## src/rtl/turbosound_pkg.sv

```systemverilog
// Shared definitions for the Turbosound-FM bus front-end.
// Holds the command-byte prefixes, the chip-index width, the layout of one
// queued register write and the issue FSM state encoding.
package turbosound_pkg;

    localparam logic [4:0] CMD_TS     = 5'b11111;
    localparam logic [4:0] CMD_TS_EXT = 5'b11101;
    localparam int         IDX_W      = 2;

    // One queued register write: target chip, YM A0 line, write data.
    typedef struct packed {
        logic [IDX_W-1:0] idx;
        logic             a0;
        logic [7:0]       data;
    } ts_entry_t;

    typedef enum logic {
        ST_IDLE   = 1'b0,
        ST_STROBE = 1'b1
    } ts_state_e;

endpackage

```

## src/rtl/ts_wr_fifo.sv

```systemverilog
// Synchronous write queue for the Turbosound bus front-end.
// Ports:
//   CLK, RESET_s      clock, async active-high reset (flushes the queue)
//   push_i, data_i    enqueue request and entry; dropped when full
//   pop_i             dequeue request; ignored when empty
//   data_o            entry at the head of the queue
//   full_o, empty_o   occupancy flags
module ts_wr_fifo #(
    parameter int WIDTH = 11,
    parameter int DEPTH = 8
) (
    input  logic             CLK,
    input  logic             RESET_s,
    input  logic             push_i,
    input  logic [WIDTH-1:0] data_i,
    input  logic             pop_i,
    output logic [WIDTH-1:0] data_o,
    output logic             full_o,
    output logic             empty_o
);

    localparam int AW = $clog2(DEPTH);

    logic [WIDTH-1:0] mem_q [DEPTH];
    logic [AW:0]      wr_ptr_q;
    logic [AW:0]      rd_ptr_q;
    logic             do_push;
    logic             do_pop;

    // Pointers carry one extra wrap bit so full and empty are distinguishable.
    assign empty_o = (wr_ptr_q == rd_ptr_q);
    assign full_o  = (wr_ptr_q[AW] != rd_ptr_q[AW]) &&
                     (wr_ptr_q[AW-1:0] == rd_ptr_q[AW-1:0]);
    assign do_push = push_i && !full_o;
    assign do_pop  = pop_i && !empty_o;
    assign data_o  = mem_q[rd_ptr_q[AW-1:0]];

    always_ff @(posedge CLK or posedge RESET_s) begin
        if (RESET_s) begin
            wr_ptr_q <= '0;
            rd_ptr_q <= '0;
        end else begin
            if (do_push) wr_ptr_q <= wr_ptr_q + 1'b1;
            if (do_pop)  rd_ptr_q <= rd_ptr_q + 1'b1;
        end
    end

    always_ff @(posedge CLK) begin
        if (do_push) mem_q[wr_ptr_q[AW-1:0]] <= data_i;
    end

endmodule

```

## src/rtl/turbosound_bus_n.sv

```systemverilog
// Bus front-end for an N-chip Turbosound-FM array.
// Synchronises the AY-style bus, decodes chip-select commands, queues
// register writes and replays them to the chips with a CE-counted gap.
// Ports:
//   CLK, RESET_s         clock, async active-high reset
//   CE                   YM master clock enable (paces the post-write gap)
//   BDIR, BC, DI         asynchronous AY-style bus
//   DO                   readback of the selected chip
//   chip_dout            per-chip readback, chip i at [8i+7:8i]
//   chip_cs_n            per-chip select, active low
//   chip_wr_n            shared write strobe, one CLK wide
//   chip_addr, chip_din  shared A0 and write data
//   fm_ena               FM output enable
//   busy                 queue non-empty or gap still running
//   ovf                  sticky: a write was dropped on a full queue
module turbosound_bus_n
    import turbosound_pkg::*;
#(
    parameter int NUM_CHIPS   = 2,
    parameter int FIFO_DEPTH  = 8,
    parameter int WR_GAP      = 24,
    parameter int SYNC_STAGES = 2
) (
    input  logic                   CLK,
    input  logic                   RESET_s,
    input  logic                   CE,
    input  logic                   BDIR,
    input  logic                   BC,
    input  logic [7:0]             DI,
    output logic [7:0]             DO,
    input  logic [8*NUM_CHIPS-1:0] chip_dout,
    output logic [NUM_CHIPS-1:0]   chip_cs_n,
    output logic                   chip_wr_n,
    output logic                   chip_addr,
    output logic [7:0]             chip_din,
    output logic                   fm_ena,
    output logic                   busy,
    output logic                   ovf
);

    localparam int GAP_W = (WR_GAP > 0) ? $clog2(WR_GAP + 1) : 1;

    logic [9:0]       sync_q [SYNC_STAGES];
    logic             bdir_prev_q;
    logic             s_bdir, s_bc, bus_event;
    logic [7:0]       s_di;

    logic [IDX_W-1:0] sel_q, sel_d;
    logic             stat_sel_q, stat_sel_d;
    logic             fm_ena_q, fm_ena_d;
    logic             acc_q, acc_d;
    logic             ovf_q, ovf_d;
    logic             push;
    ts_entry_t        push_entry;
    logic             cmd_hit;
    logic [IDX_W-1:0] cmd_idx;

    ts_state_e        state_q, state_d;
    ts_entry_t        issue_q, pop_entry;
    logic [GAP_W-1:0] gap_q, gap_d;
    logic             pop;
    logic             fifo_full, fifo_empty;
    logic [$bits(ts_entry_t)-1:0] fifo_dout;

    // Synchroniser flops reset to 0 so releasing reset never looks like a BDIR edge.
    always_ff @(posedge CLK or posedge RESET_s) begin
        if (RESET_s) begin
            for (int i = 0; i < SYNC_STAGES; i++) sync_q[i] <= '0;
            bdir_prev_q <= 1'b0;
        end else begin
            sync_q[0] <= {BDIR, BC, DI};
            for (int i = 1; i < SYNC_STAGES; i++) sync_q[i] <= sync_q[i-1];
            bdir_prev_q <= s_bdir;
        end
    end

    assign s_bdir    = sync_q[SYNC_STAGES-1][9];
    assign s_bc      = sync_q[SYNC_STAGES-1][8];
    assign s_di      = sync_q[SYNC_STAGES-1][7:0];
    assign bus_event = s_bdir && !bdir_prev_q;

    always_comb begin
        sel_d      = sel_q;
        stat_sel_d = stat_sel_q;
        fm_ena_d   = fm_ena_q;
        acc_d      = acc_q;
        push       = 1'b0;
        push_entry = '{idx: sel_q, a0: 1'b1, data: s_di};
        cmd_hit    = 1'b0;
        cmd_idx    = '0;
        if (bus_event) begin
            if (s_bc) begin
                if (s_di[7:3] == CMD_TS) begin
                    cmd_hit = 1'b1;
                    cmd_idx = {1'b0, ~s_di[0]};
                end else if (s_di[7:3] == CMD_TS_EXT) begin
                    cmd_hit = 1'b1;
                    cmd_idx = {1'b1, ~s_di[0]};
                end
                if (cmd_hit) begin
                    // Selecting a chip that is not fitted leaves every field alone.
                    if (int'(cmd_idx) < NUM_CHIPS) begin
                        sel_d      = cmd_idx;
                        stat_sel_d = s_di[1];
                        fm_ena_d   = ~s_di[2];
                        acc_d      = 1'b0;
                    end
                end else begin
                    acc_d         = (s_di[7:4] == 4'h0) || fm_ena_q;
                    push          = acc_d;
                    push_entry.a0 = 1'b0;
                end
            end else begin
                push = acc_q;
            end
        end
    end

    always_comb begin
        ovf_d = ovf_q || (push && fifo_full);
        if (cmd_hit && (int'(cmd_idx) < NUM_CHIPS)) ovf_d = 1'b0;
    end

    always_ff @(posedge CLK or posedge RESET_s) begin
        if (RESET_s) begin
            sel_q      <= '0;
            stat_sel_q <= 1'b1;
            fm_ena_q   <= 1'b0;
            acc_q      <= 1'b0;
            ovf_q      <= 1'b0;
        end else begin
            sel_q      <= sel_d;
            stat_sel_q <= stat_sel_d;
            fm_ena_q   <= fm_ena_d;
            acc_q      <= acc_d;
            ovf_q      <= ovf_d;
        end
    end

    ts_wr_fifo #(
        .WIDTH ($bits(ts_entry_t)),
        .DEPTH (FIFO_DEPTH)
    ) u_fifo (
        .CLK     (CLK),
        .RESET_s (RESET_s),
        .push_i  (push),
        .data_i  (push_entry),
        .pop_i   (pop),
        .data_o  (fifo_dout),
        .full_o  (fifo_full),
        .empty_o (fifo_empty)
    );

    assign pop_entry = fifo_dout;

    // Issue FSM: state register.
    always_ff @(posedge CLK or posedge RESET_s) begin
        if (RESET_s) state_q <= ST_IDLE;
        else         state_q <= state_d;
    end

    // Issue FSM: next state. Popping only from IDLE keeps strobes at least
    // 2 CLK apart even with no gap.
    always_comb begin
        pop     = (state_q == ST_IDLE) && !fifo_empty && (gap_q == '0);
        state_d = pop ? ST_STROBE : ST_IDLE;
    end

    // The gap is loaded with the strobe and only counts CE ticks after it.
    always_comb begin
        gap_d = gap_q;
        if (pop)
            gap_d = GAP_W'(WR_GAP);
        else if ((state_q == ST_IDLE) && CE && (gap_q != '0))
            gap_d = gap_q - 1'b1;
    end

    always_ff @(posedge CLK or posedge RESET_s) begin
        if (RESET_s) begin
            gap_q   <= '0;
            issue_q <= '0;
        end else begin
            gap_q <= gap_d;
            if (pop) issue_q <= pop_entry;
        end
    end

    // Issue FSM: outputs.
    always_comb begin
        chip_wr_n = 1'b1;
        chip_addr = stat_sel_q;
        for (int i = 0; i < NUM_CHIPS; i++) chip_cs_n[i] = (sel_q != IDX_W'(i));
        if (state_q == ST_STROBE) begin
            chip_wr_n = 1'b0;
            chip_addr = issue_q.a0;
            for (int i = 0; i < NUM_CHIPS; i++) chip_cs_n[i] = (issue_q.idx != IDX_W'(i));
        end
    end

    always_comb begin
        DO = '0;
        for (int i = 0; i < NUM_CHIPS; i++)
            if (sel_q == IDX_W'(i)) DO = chip_dout[8*i +: 8];
    end

    assign chip_din = issue_q.data;
    assign fm_ena   = fm_ena_q;
    assign busy     = !fifo_empty || (gap_q != '0);
    assign ovf      = ovf_q;

endmodule

```

## config.mk

```make
export PLATFORM = sky130hd
export DESIGN_NAME = turbosound_bus_n
export DESIGN_NICKNAME = d
export VERILOG_FILES = /design/src/rtl/turbosound_pkg.sv /design/src/rtl/ts_wr_fifo.sv /design/src/rtl/turbosound_bus_n.sv
export SDC_FILE = /design/constraint.sdc
export NUM_CORES = 1
export LEC_CHECK = 0
export BUFFER_PORTS_ARGS = -buffer_cell sky130_fd_sc_hd__buf_2
export CORE_UTILIZATION = 33
export CTS_BUF_LIST = sky130_fd_sc_hd__clkbuf_4 sky130_fd_sc_hd__clkbuf_8 sky130_fd_sc_hd__clkbuf_16
export CTS_CLUSTER_DIAMETER = 200
export CTS_CLUSTER_SIZE = 25
export DETAILED_ROUTE_END_ITERATION = 10
export HOLD_SLACK_MARGIN = 0.1
export SLEW_MARGIN = 20
export SYNTH_ARGS = -nofsm -noshare
export SYNTH_HDL_FRONTEND = slang
export SYNTH_SLANG_ARGS = --single-unit
```

## constraint.sdc

```tcl
create_clock -name CLK -period 3 [get_ports CLK]
set_input_delay 0.6 -clock CLK [delete_from_list [all_inputs] [get_ports CLK]]
set_output_delay 0.6 -clock CLK [all_outputs]
set_load 0.005 [all_outputs]
```

==> metrics, run 1 <==
Synth Flop Type edfxtp_1; chip height 131 um; setup_tns 0 ps; Core ar. 16100 um2; number of synthesized flops with an enable pin 88; initial core utilization 0.342; placed instance count a little under 600; CP max-delay cell nor4b_2; CTS Hold Bufs 0; R2R setup slack 710 ps; final hold slack 292 ps; diode count 0; Synth top cells by count edfxtp_1, dfrtp_1, nor2_1; WL/cell 17.0 um; Final Non-Filler Cells 612; Final Wtd Congestion approximately 0.74; Synth top area share 0.479; reg2reg path depth 6; Avg Cell Area, Syn roughly 17 um2; # setup viols final 0; max-slew violations 0; Buffers on Ports 51; Levels on crit path 4; total number of vias approximately 2900; HPWL after DPL ~6.5 mm; crit path max fanout 8; Synth Net Count 354; final period utilization 0.842; first-pass iteration count of the detailed router 4; Worst EP arrival 1930 ps; vias in the first global route around 3000; Die Footprint between 15000 and 20000 um2; row cnt 46; CP Buf/Inv Count 1; clk slew on worst S/H paths 60 ps; CTS tree done; Cells after Synth 322; most used routing layer met2; worst endpoint required time 2400 ps; sequential fraction of the synthesis area 0.716; GRT met3 Usage 0.0413; Clock Tree Buf Depth 2; Worst-Margin Slew 855 ps; worst hold path type in -> reg; LEAKAGE 2.45 nW; fillers 1510; largest net degree at the start of global routing between 40 and 50; DRT Wirelength 10.4 mm; ranking of synthesized cells by area edfxtp_1, dfrtp_1, mux4_2; DRC viols 0; Worst Setup EP busy; Post-synth ARST share 0.371; initial antenna violation count 0; CTS Buf Count 17; fin crit period 2530 ps; Final Net Count 415; status complete, no violations; Overall Global Routing Usage 0.131; synth warn 0; Setup crit start kind flop; worst IR drop on VDD 0.433 mV; Iter 0 DRT Violations 194; CP peak stage delay 530 ps; fmax 0.396 GHz; clk root buf clkbuf_16; reg2reg end u_fifo.mem_q[3][9]; PostCTS Resize Cnt 0; DIE WIDTH 131 um; met2 Use GR 0.210; global route total overflow 0; RR Startpoint push_entry[6]; Setup Skew 5.65 ps; post-synth top area cell edfxtp_1; Critical Path End Type primary output; CP delay by family, top simple AND/OR/NAND/NOR gates; mapped cell area approximately 5500 um2; Yosys reg bits 140; vias per cell 4.73; Crit Path Class reg -> out; Hold Fails Final Rpt 0; unrepaired setup endpoints after global routing false; Synth-to-Final Area Change 19.1%; TritonCTS Sinks 140; setup bufs post-CTS 0; H-tree depth 4; layout cell share with drive strength beyond 1 0.336; Power Density 835 nW/um2; # IOs 52; first-pass GRT wire length 16.6 mm; worst skew pair latency 410 ps; CP cell instances xor2_1 > nor4b_2 > nand4b_1 > buf_2; Worst slew margin 0.430; synth unique cells 42; met1 Track Usage GR 0.163; utilization after layout 0.408; top-count cell post-synth edfxtp_1; Max-cap violations 0; antenna-violating nets left 0; worst setup path start u_fifo.wr_ptr_q[1]
-- power breakdown --
part	switching, W	internal, W
clock network	0.000774	0.00113
logic	0.000569	0.000561
registers	0.000180	0.00226
total	0.00152	0.00396
-- cell usage in the layout (no fill, tap or decap), types with 2 or more instances in the layout --
master,synthesis,layout
xnor2_1,7,7
o21ai_0,3,3
nor2_1,28,28
ha_1,3,3
a21oi_1,16,16
nor3_1,7,7
and3_1,2,2
nand3b_1,3,3
mux4_2,22,22
mux2_2,3,3
clkbuf_16,0,17
buf_2,10,51
nor4_2,1,2
nand2_1,8,8
clkinv_2,0,7
dfrtp_1,51,51
clkinvlp_4,0,4
xor2_1,4,4
nor2b_1,2,2
mux2i_1,20,20
edfxtp_1,88,88
a21o_1,2,2
o21bai_1,2,2
inv_1,6,5
clkinv_4,0,3
buf_4,9,16
nand2b_1,3,3
nand4_1,2,2
-- flip-flops by register name, indices dropped and copies added (netlist names), 2 cells and up --
name / cells
sel_q: 2
chip_din: 8
issue_q: 3
u_fifo.mem_q: 88
gap_q: 5
u_fifo.rd_ptr_q: 4
u_fifo.wr_ptr_q: 4
push_entry: 8
sync_q: 10
-- layout make-up --
| type | count | area, um2 | area share |
|---|---|---|---|
| Clock buffer | 17 | 425 | 0.0648 |
| Multi-Input combinational cell | 151 | 1400 | 0.214 |
| Clock inverter | 15 | 125 | 0.0191 |
| Inverter | 6 | 23.8 | 0.00362 |
| Timing Repair Buffer | 67 | 375 | 0.0572 |
| Sequential cell | 140 | 3950 | 0.601 |
| Tap cell | 216 | 270 | 0.0412 |
-- kinds of logic after synthesis --
group / count (synthesis) / share of synthesized area
fa+ha+maj: 3 / 0.00681
buf+inv: 31 / 0.0311
compound gates: 26 / 0.0281
simple gates: 64 / 0.0635
mux: 46 / 0.134
flops: 140 / 0.716
xor+xnor: 12 / 0.0204
-- metal layers --
layer	wire length, um	up-vias	share of wire
li1	-	1331	-
met2	5130	78	0.49
met1	4630	1474	0.44
met3	529	10	0.051
met4	138	0	0.013
met5	0	-	0
-- stage by stage --
step                      total power, W  instance area (um2)  worst slack [ps]
after global placement           0.00360                 6020               863
after detailed placement         0.00363                 6020               726
after global routing             0.00578                 6570               286
final                            0.00548                 6570               473
after floorplan                  0.00339                 5510               270
after CTS                        0.00557                 6570               423
-- how the worst min path moves through the flow --
| stage | start | to | depth (start not counted) |
|---|---|---|---|
| 6_report | DI[2] | sync_q[12] | 1 |
| 5_1_grt | BDIR | sync_q[19] | 1 |
| 4_1_cts | DI[0] | sync_q[10] | 1 |
| 3_5_place_dp | sync_q[12] | push_entry[2] | 0 |
| 3_3_place_gp | sync_q[12] | push_entry[2] | 0 |
| 2_1_floorplan | sync_q[10] | push_entry[0] | 0 |
Power figures use the tool's default switching activity.
==> run 2: changes to the inputs <==
--- a/config.mk
+++ b/config.mk
@@ -5,6 +5,7 @@
 export SDC_FILE = /design/constraint.sdc
 export NUM_CORES = 1
 export LEC_CHECK = 0
+export ABC_AREA = 1
 export BUFFER_PORTS_ARGS = -buffer_cell sky130_fd_sc_hd__buf_2
 export CORE_UTILIZATION = 33
 export CTS_BUF_LIST = sky130_fd_sc_hd__clkbuf_4 sky130_fd_sc_hd__clkbuf_8 sky130_fd_sc_hd__clkbuf_16
==> constraint.sdc (replaced) <==
create_clock -name CLK -period 2.2 [get_ports CLK]
set_input_delay 0.44 -clock CLK [delete_from_list [all_inputs] [get_ports CLK]]
set_output_delay 0.44 -clock CLK [all_outputs]
set_load 0.005 [all_outputs]
==> run 2 against run 1 <==
  * Clock power grew 57%
  * Largest cell class unchanged
  * Global-route usage grew 2.1 points
  * Highest routed layer unchanged
  * Clock skew grew 4.1 ps
==> metrics, run 2 <==
chip height 134 um (was 131 um); Core ar. 16800 um2 (was 16100 um2); antenna-violating nets left 0 (unchanged); CP peak stage delay 440 ps (was 530 ps); Crit Path Class reg -> out (unchanged); largest net degree at the start of global routing 49 (was 48); mapped cell area 5740 um2 (was 5510 um2); post-synth top area cell edfxtp_1 (unchanged); Final Non-Filler Cells 836 (was 612); WL/cell 14.8 um (was 17.0 um); sequential fraction of the synthesis area 0.687 (was 0.716); most used routing layer met2 (unchanged); total number of vias 3933 (was 2893); first-pass iteration count of the detailed router 5 (was 4); CTS tree done (unchanged); synth warn 0 (unchanged); worst hold path type in -> reg (unchanged); CTS Buf Count 17 (unchanged); initial core utilization 0.343 (was 0.342); layout cell share with drive strength beyond 1 0.198 (was 0.336); CP cell instances inv_1 > nand2_1 > nand2_1 > nand3_2 > nor2_4 > nand2_1 > buf_2 (was xor2_1 > nor4b_2 > nand4b_1 > buf_2); Hold Fails Final Rpt 0 (unchanged); diode count 0 (unchanged); Setup Skew 9.78 ps (was 5.65 ps); most common cell after layout, fill and taps aside nand2_1 (was edfxtp_1); H-tree depth 4 (unchanged); number of synthesized flops with an enable pin 88 (unchanged); # setup viols final 0 (unchanged); Iter 0 DRT Violations 295 (was 194); HP Start DI[4] (was DI[2]); DRT Wirelength 12.4 mm (was 10.4 mm); Die Footprint 17900 um2 (was 17200 um2); Synth Flop Type edfxtp_1 (unchanged); worst skew pair latency 420 ps (was 410 ps); commonest cells after routing, fill and taps aside nand2_1, edfxtp_1, nor2_1, o21ai_0, buf_2 (was edfxtp_1, dfrtp_1, buf_2, nor2_1, mux4_2); Buffers on Ports 51 (unchanged); synth unique cells 30 (was 42); Worst EP arrival 1610 ps (was 1930 ps); GRT met3 Usage 0.0393 (was 0.0413); global route total overflow 0 (unchanged); Hold Path Stages 1 (unchanged); worst IR drop on VDD 0.552 mV (was 0.433 mV); DIE WIDTH 134 um (was 131 um); unrepaired setup endpoints after global routing false (unchanged); R2R setup slack 240 ps (was 710 ps); Power Density 1190 nW/um2 (was 835 nW/um2); Worst-Margin Slew 528 ps (was 855 ps); Synth-to-Final Area Change 21.4% (was 19.1%); reg2reg end chip_din[0] (was u_fifo.mem_q[3][9]); max reg flops 88 (unchanged); worst endpoint required time 1760 ps (was 2400 ps); vias in the first global route 3977 (was 3042); met2 Use GR 0.237 (was 0.210); Worst Hold End sync_q[14] (was sync_q[12]); Final Wtd Congestion 0.833 (was 0.742); clk slew on worst S/H paths 60 ps (about the same); met1 Track Usage GR 0.197 (was 0.163); Critical Path End Type primary output (unchanged); Synth top area share 0.460 (was 0.479); # IOs 52 (unchanged); HPWL after DPL 8.27 mm (was 6.52 mm); fmax 0.489 GHz; most used cell, CP nand2_1; Max-cap violations 0 (unchanged); Synth Net Count 569 (was 354); setup_tns 0 ps (unchanged); Synth top cells by count nand2_1, edfxtp_1, nor2_1 (was edfxtp_1, dfrtp_1, nor2_1); Avg Cell Area, Syn 10.7 um2 (was 17.1 um2); ranking of synthesized cells by area edfxtp_1, dfrtp_1, nand2_1 (was edfxtp_1, dfrtp_1, mux4_2); final period utilization 0.930; Final Net Count 635 (was 415); TritonCTS Sinks 140 (unchanged); crit path max fanout 7 (was 8); vias per cell 4.70 (was 4.73); Worst slew margin 0.648 (was 0.430); DRC viols 0 (unchanged); Cells after Synth 537 (was 322); clk root buf clkbuf_16 (unchanged); placed instance count 802 (was 580); status complete, no violations (unchanged); max-slew violations 0 (unchanged); top-count cell post-synth nand2_1 (was edfxtp_1); fin crit period roughly 2000 ps; Post-synth ARST share 0.371 (unchanged); Clock Tree Buf Depth 2 (unchanged); CP max-delay cell dfrtp_1 (was nor4b_2); initial antenna violation count 0 (unchanged); Overall Global Routing Usage 0.151 (was 0.131); Yosys reg bits 140 (unchanged); Setup crit start kind flop (unchanged); first-pass GRT wire length 20.4 mm (was 16.6 mm); row cnt 47 (was 46); RR Startpoint u_fifo.rd_ptr_q[0] (was push_entry[6]); reg2reg path depth 9 (was 6); LEAKAGE 2.93 nW (was 2.45 nW)
[run 2: per-layer routing]
metal	routed length, um	vias up	part of all wire
li1	-	1910	-
met2	5980	103	0.48
met4	178	0	0.014
met5	0	-	0
met1	5610	1905	0.45
met3	587	15	0.047
[run 2: timing repair]
action                     4_1_cts  5_1_grt
resized for setup                0        4
pin swaps                        0        1
setup endpoints to repair        2       11
hold endpoints to repair        23        0
hold buffers                     1        0
buffers inserted                 0        1
[run 2: kinds of logic after synthesis]
group / synth area share
AND/OR/NAND/NOR: 0.180
XOR/XNOR: 0.0120
flip-flops: 0.687
buffers and inverters: 0.0462
AO/OA/AOI/OAI: 0.0686
adder cells (fa/ha/maj): 0.00654
[run 2: how the worst max path moves through the flow]
stage | start | endpoint | slack, ps
final | u_fifo.wr_ptr_q[1] | busy | 150
after global routing | u_fifo.wr_ptr_q[1] | busy | 30
after CTS | sel_q[1] | chip_cs_n[0] | -20
after detailed placement | u_fifo.wr_ptr_q[1] | u_fifo.mem_q[0][5] | 290
after global placement | u_fifo.wr_ptr_q[1] | u_fifo.mem_q[0][6] | 360
after floorplan | u_fifo.rd_ptr_q[1] | u_fifo.mem_q[1][0] | 210
[run 2: through the flow]
step                      utilization  instance area (um2)  setup slack, ps  hold slack, ps  total power [W]
final                           0.416                 6970              154             119          0.00829
after global routing            0.416                 6970             31.4             102          0.00880
after CTS                       0.415                 6950            -19.8             111          0.00832
after detailed placement        0.377                 6310              286             335          0.00531
after global placement          0.377                 6310              358             334          0.00527
after floorplan                     -                 5740              213             331          0.00473
[run 2: power by group]
part | internal (W) | switching (W)
clock | 0.00191 | 0.00109
sequential | 0.00304 | 0.000195
combinational | 0.000737 | 0.00132
[run 2: worst max-delay path, delay by kind of cell, from the launching register on]
| family | cells | cell delay [ps] |
|---|---|---|
| buffers and inverters | 2 | 250 |
| and+or+nand+nor | 5 | 510 |
| DFF | 1 | 440 |
[run 2: final cells by class]
class	count	area [um2]
clock buffers	18	433
clock inverters	14	194
fillers	1580	9790
inverters	27	105
multi-input cells	342	1540
flip-flops and latches	140	3950
well taps	220	275
repair buffers	75	475
